`config.mk`:
```
export PLATFORM = sky130hd
export DESIGN_NAME = debug_trace_buf
export DESIGN_NICKNAME = d
export VERILOG_FILES = /design/src/rtl/debug_trace_buf.sv
export SDC_FILE = /design/constraint.sdc
export NUM_CORES = 2
export LEC_CHECK = 0
export BUFFER_PORTS_ARGS = -buffer_cell sky130_fd_sc_hd__buf_2
export CAP_MARGIN = 10
export CORE_MARGIN = 10
export CORE_UTILIZATION = 50
export DETAILED_ROUTE_END_ITERATION = 16
export PLACE_DENSITY = 0.69
export SETUP_SLACK_MARGIN = 0.3
export SYNTH_ARGS = -nofsm -noshare
export SYNTH_HDL_FRONTEND = slang
export SYNTH_SLANG_ARGS = --single-unit
```
`constraint.sdc`:
```
create_clock -name clk_i -period 2.7 [get_ports clk_i]
set_input_delay 0.27 -clock clk_i [delete_from_list [all_inputs] [get_ports clk_i]]
set_output_delay 0.27 -clock clk_i [all_outputs]
set_load 0.03 [all_outputs]
```
`src/rtl/debug_trace_buf.sv`:
```
// Retire-trace buffer: counts retired instructions and queues traced PC/tag pairs
// in a show-ahead FIFO; overflow is counted instead of stalling the core.
module debug_trace_buf #(
    parameter int DEPTH  = 16,
    parameter int SEQ_W  = 8,
    parameter int DROP_W = 16
) (
    input  logic                     clk_i,
    input  logic                     rst_ni,
    input  logic [31:0]              pc_i,
    input  logic                     valid_inst_i,
    input  logic                     trace_en_i,
    input  logic                     flush_i,
    output logic                     trace_valid_o,
    input  logic                     trace_ready_i,
    output logic [31:0]              trace_pc_o,
    output logic [SEQ_W-1:0]         trace_seq_o,
    output logic [$clog2(DEPTH):0]   level_o,
    output logic                     overflow_o,
    output logic [DROP_W-1:0]        drop_cnt_o,
    output logic [31:0]              instret_o
);

    localparam int PTR_W = $clog2(DEPTH);
    localparam int LVL_W = PTR_W + 1;

    typedef struct packed {
        logic [31:0]      pc;
        logic [SEQ_W-1:0] seq;
    } entry_t;

    entry_t             mem_q [DEPTH];
    entry_t             mem_d [DEPTH];
    logic [PTR_W-1:0]   wr_ptr_q, wr_ptr_d;
    logic [PTR_W-1:0]   rd_ptr_q, rd_ptr_d;
    logic [LVL_W-1:0]   level_q, level_d;
    logic               overflow_q, overflow_d;
    logic [DROP_W-1:0]  drop_cnt_q, drop_cnt_d;
    logic [31:0]        instret_q, instret_d;

    logic   empty, full, push_req, pop, push_ok, drop;
    entry_t head;

    assign empty    = (level_q == '0);
    assign full     = (level_q == LVL_W'(DEPTH));
    assign push_req = valid_inst_i & trace_en_i & ~flush_i;
    assign pop      = ~empty & trace_ready_i & ~flush_i;
    // A full FIFO still accepts a push when the head leaves in the same cycle.
    assign push_ok  = push_req & (~full | pop);
    assign drop     = push_req & full & ~pop;

    always_comb begin
        mem_d      = mem_q;
        wr_ptr_d   = wr_ptr_q;
        rd_ptr_d   = rd_ptr_q;
        level_d    = level_q;
        overflow_d = overflow_q;
        drop_cnt_d = drop_cnt_q;
        instret_d  = instret_q + 32'(valid_inst_i);

        if (flush_i) begin
            wr_ptr_d   = '0;
            rd_ptr_d   = '0;
            level_d    = '0;
            overflow_d = 1'b0;
            drop_cnt_d = '0;
        end else begin
            if (push_ok) begin
                mem_d[wr_ptr_q] = '{pc: pc_i, seq: instret_q[SEQ_W-1:0]};
                wr_ptr_d        = wr_ptr_q + PTR_W'(1);
            end
            if (pop) begin
                rd_ptr_d = rd_ptr_q + PTR_W'(1);
            end
            level_d = level_q + LVL_W'(push_ok) - LVL_W'(pop);
            if (drop) begin
                overflow_d = 1'b1;
                if (drop_cnt_q != {DROP_W{1'b1}}) begin
                    drop_cnt_d = drop_cnt_q + DROP_W'(1);
                end
            end
        end
    end

    always_ff @(posedge clk_i) begin
        if (!rst_ni) begin
            for (int i = 0; i < DEPTH; i++) begin
                mem_q[i] <= '0;
            end
            wr_ptr_q   <= '0;
            rd_ptr_q   <= '0;
            level_q    <= '0;
            overflow_q <= 1'b0;
            drop_cnt_q <= '0;
            instret_q  <= '0;
        end else begin
            mem_q      <= mem_d;
            wr_ptr_q   <= wr_ptr_d;
            rd_ptr_q   <= rd_ptr_d;
            level_q    <= level_d;
            overflow_q <= overflow_d;
            drop_cnt_q <= drop_cnt_d;
            instret_q  <= instret_d;
        end
    end

    assign head          = mem_q[rd_ptr_q];
    assign trace_valid_o = ~empty;
    assign trace_pc_o    = empty ? '0 : head.pc;
    assign trace_seq_o   = empty ? '0 : head.seq;
    assign level_o       = level_q;
    assign overflow_o    = overflow_q;
    assign drop_cnt_o    = drop_cnt_q;
    assign instret_o     = instret_q;

endmodule
```
==> results by group <==
Power
  • VDD IR max: 422 µV
  • Leak: 13.1 nW
  • Power Density: 604 nW/µm²
  • Combinational share of power: 6.4%
  • Clock power frac: 47.4%
  • P_sw: about 5.3 mW
  • Power Internal: between 15 and 20 mW
  • Switch share: 23.4%
  • Sequential power share: a little under half

Logic synthesis
  • Largest family of logic cells by synthesized area: multiplexers
  • Post-synth EDFFs: 0
  • Compound-Gate Fraction of Synth Area: approximately 3.1%
  • Adder-Cell Fraction of Synth Area: 0.636%
  • Post-synthesis sequential area ratio: 45.8%
  • YS warnings: 0
  • Unique masters post-synth: 46
  • Ys flop type: dfxtp_1
  • Average size of a mapped cell: 10.7 µm²
  • Simple-gate share of the synthesized area: 11.7%
  • Mux share of post-synthesis cell area: between 30% and 40%
  • Mapped Nets: 2922
  • Post-synthesis cell count: 2869
  • Number of synthesized register bits: 702
  • Mapped cell area: 30700 µm²
  • Xor/xnor share of the synthesized area: 0.570%
  • Asr flop ratio synth: 0%

Drt
  • Residual DRC: 0
  • 1st-pass router iterations: 5
  • Post-route ant nets: 0
  • Vias: 22500
  • Wirelength per Cell: roughly 22 µm
  • Total Wirelength: 85700 µm
  • DR vias/cell: between 5 and 6
  • Initial DRC Count: 1721

Place
  • Post-DP HPWL: around 46000 µm
  • Gp weighted congestion: 0.795
  • Place WS: 234 ps
  • Port Buf Inserts: roughly 130
  • Placed insts: between 3000 and 4000

Outcome
  • Outcome: finished with violations
  • Violated checks: negative setup slack

Setup path
  • Worst path arrival time: 2510 ps
  • Crit-path cells: buf_12, buf_12, buf_16, mux4_2, mux2i_1, o22ai_2, buf_6
  • Crit. End Element: output port
  • Worst Setup Path Type: flop to output port
  • Slowest stage cell on the critical path: mux4_2
  • CP Launch Type: flop
  • Max incr delay on CP: 540 ps
  • Crit-path most repeated cell: buf_12
  • Crit Path Max Fanout: 8
  • Critical Path RT: roughly 2400 ps

Timing
  • Final Critical Period: 2780 ps
  • Setup slack after layout: -81.6 ps
  • RSZ-0062 raised after global routing: yes
  • Slew Viols, Final: 0
  • Max frequency: 360 MHz
  • Worst-Margin Slew: 844 ps
  • Setup TNS: -556 ps
  • Slew headroom: 43.5%
  • Fin crit share: 103%
  • Final Hold Slack: 106 ps
  • Endpoints failing setup: 19
  • Clk_skew: 23.8 ps
  • Endpoints failing hold: 0

Final layout
  • Final net count: a little over 3000
  • Layout cell share with drive strength beyond 1: between 20 and 25%
  • Synthesis-to-layout area growth: 21.5%
  • Layout Cells excl Fill: around 3800
  • Final core occ: 61.6%
  • # diodes: 0

Run
  • MaxCap Viol Count: 0

Clock tree
  • Clk sinks: around 700
  • Clock transition at the registers of the reported paths: around 60 ps
  • CTS tree: built
  • CTS buffer count: between 70 and 80
  • CTS max path bufs: 3
  • Clock root cell: clkbuf_16
  • Clock latency on the worst-skew pair: 630 ps
  • H-tree levels: 3

Worst hold path
  • Worst min path class: input port to flop

Die
  • Starting Density: 50.7%
  • Num rows: 90
  • DIE AREA: 71700 µm²
  • Core Area: 60600 µm²
  • Chip Height: 268 µm
  • I/O pin total: 133
  • Die width: 268 µm

Global route
  • Global-route wire length before repair: 132000 µm
  • Initial antenna violation count: 0
  • Largest net degree at the start of global routing: 110
  • Overall global routing resource usage: 23.4%
  • Gr ovfl total: 0
  • Vias in the first global route: 22800
[final cells by class]
| cell class | count | area, µm² |
|---|---|---|
| Fill cell | 4668 | 23300 |
| Multi-Input combinational cell | 1884 | 16000 |
| Sequential cell | 702 | 14100 |
| Timing Repair Buffer | 298 | 3610 |
| Clock buffer | 99 | 2110 |
| Tap cell | 782 | 978 |
| Clock inverter | 33 | 449 |
| Inverter | 20 | 85.1 |
[per-layer routing]
layer / vias to the layer above / track usage (%) / routed length (µm)
li1: 10400 / - / -
met1: 11300 / 29.7 / 35200
met2: 668 / 40.3 / 42700
met3: 171 / 3.71 / 4990
met4: 0 / 7.69 / 2760
met5: - / 0 / 0
[stage by stage]
step                total power, mW  area (µm²)
floorplan                      11.3       30800
global placement               11.6       32400
detailed placement             11.6       32400
CTS                            22.6       36900
global route                   23.2       37300
finish                         22.6       37300
[kinds of logic after synthesis]
logic type | count (synthesis)
AO/OA/AOI/OAI | 157
XOR/XNOR | 20
adder cells (fa/ha/maj) | 15
buffers and inverters | 283
flip-flops | 702
multiplexers | 843
AND/OR/NAND/NOR | 849
[power groups by stage]
stage / Sequential [mW] / Combinational [mW] / Clock, mW
6_report: 10.4 / 1.44 / 10.7
5_1_grt: 10.4 / 1.51 / 11.2
4_1_cts: 10.4 / 1.39 / 10.8
3_5_place_dp: 10.6 / 0.939 / 0
3_3_place_gp: 10.6 / 0.916 / 0
2_1_floorplan: 10.7 / 0.608 / 0
[final timing paths]
check                     from            end  slack [ps]  cells after the start
setup reg to reg    level_o[3]     level_o[4]         310                     14
setup / recovery   rd_ptr_q[0]  trace_pc_o[5]         -80                      7
hold reg to reg      mem_q[50]      mem_q[50]         450                      2
hold / removal    valid_inst_i   instret_o[0]         110                      3
[worst max-delay path: cells and delay by family (launching register included)]
| family | cells | cell delay, ps |
|---|---|---|
| buf+inv | 4 | 580 |
| flops | 1 | 390 |
| compound gates | 1 | 150 |
| mux | 2 | 760 |
[layout by cell type (no fill, tap or decap), types with 9 or more instances in the layout]
| cell type | n |
|---|---|
| dfxtp_1 | 694 |
| nand2_1 | 659 |
| mux2i_1 | 643 |
| mux4_2 | 160 |
| buf_2 | 91 |
| clkbuf_16 | 80 |
| buf_4 | 77 |
| nand3_1 | 59 |
| o21ai_0 | 52 |
| buf_12 | 51 |
| buf_6 | 34 |
| mux2i_2 | 32 |
| buf_16 | 32 |
| a21oi_1 | 26 |
| nor2_1 | 24 |
| o22ai_2 | 24 |
| nand4_1 | 17 |
| or4_1 | 15 |
| clkinv_2 | 15 |
| xnor2_1 | 14 |
| o31ai_1 | 14 |
| clkbuf_8 | 14 |
| inv_1 | 13 |
| or3_1 | 11 |
| nand2b_1 | 10 |
| o22ai_1 | 10 |
| ha_1 | 10 |
| clkbuf_1 | 10 |
| and3_4 | 9 |
[Yosys cell counts (all sizes together) (15+ instances only)]
master  count  area (µm²)
dfxtp     702       14100
mux2i     683        6840
nand2     660        2480
mux4      160        3600
clkbuf    142         533
buf       121         696
nand3      63         320
o21ai      53         265
o22ai      40         250
a21oi      28         144
nor2       24        90.1
inv        19        71.3
nand4      17         106
or4        15         113
[flip-flops by register name, indices dropped and copies added, names as in the netlist]
| signal | count |
|---|---|
| wr_ptr_q | 4 |
| level_o | 5 |
| rd_ptr_q | 4 |
| drop_cnt_o | 16 |
| overflow_o | 1 |
| mem_q | 640 |
| instret_o | 32 |
[repair_timing]
action | CTS | global route
resized for setup | 181 | 36
hold endpoints to repair | 2 | 0
endpoints found under the setup margin | 41 | 85
hold buffers | 1 | 0
gates cloned | 27 | 5
buffers inserted | 44 | 15
pin swaps | 14 | 18
Power figures use the tool's default switching activity.
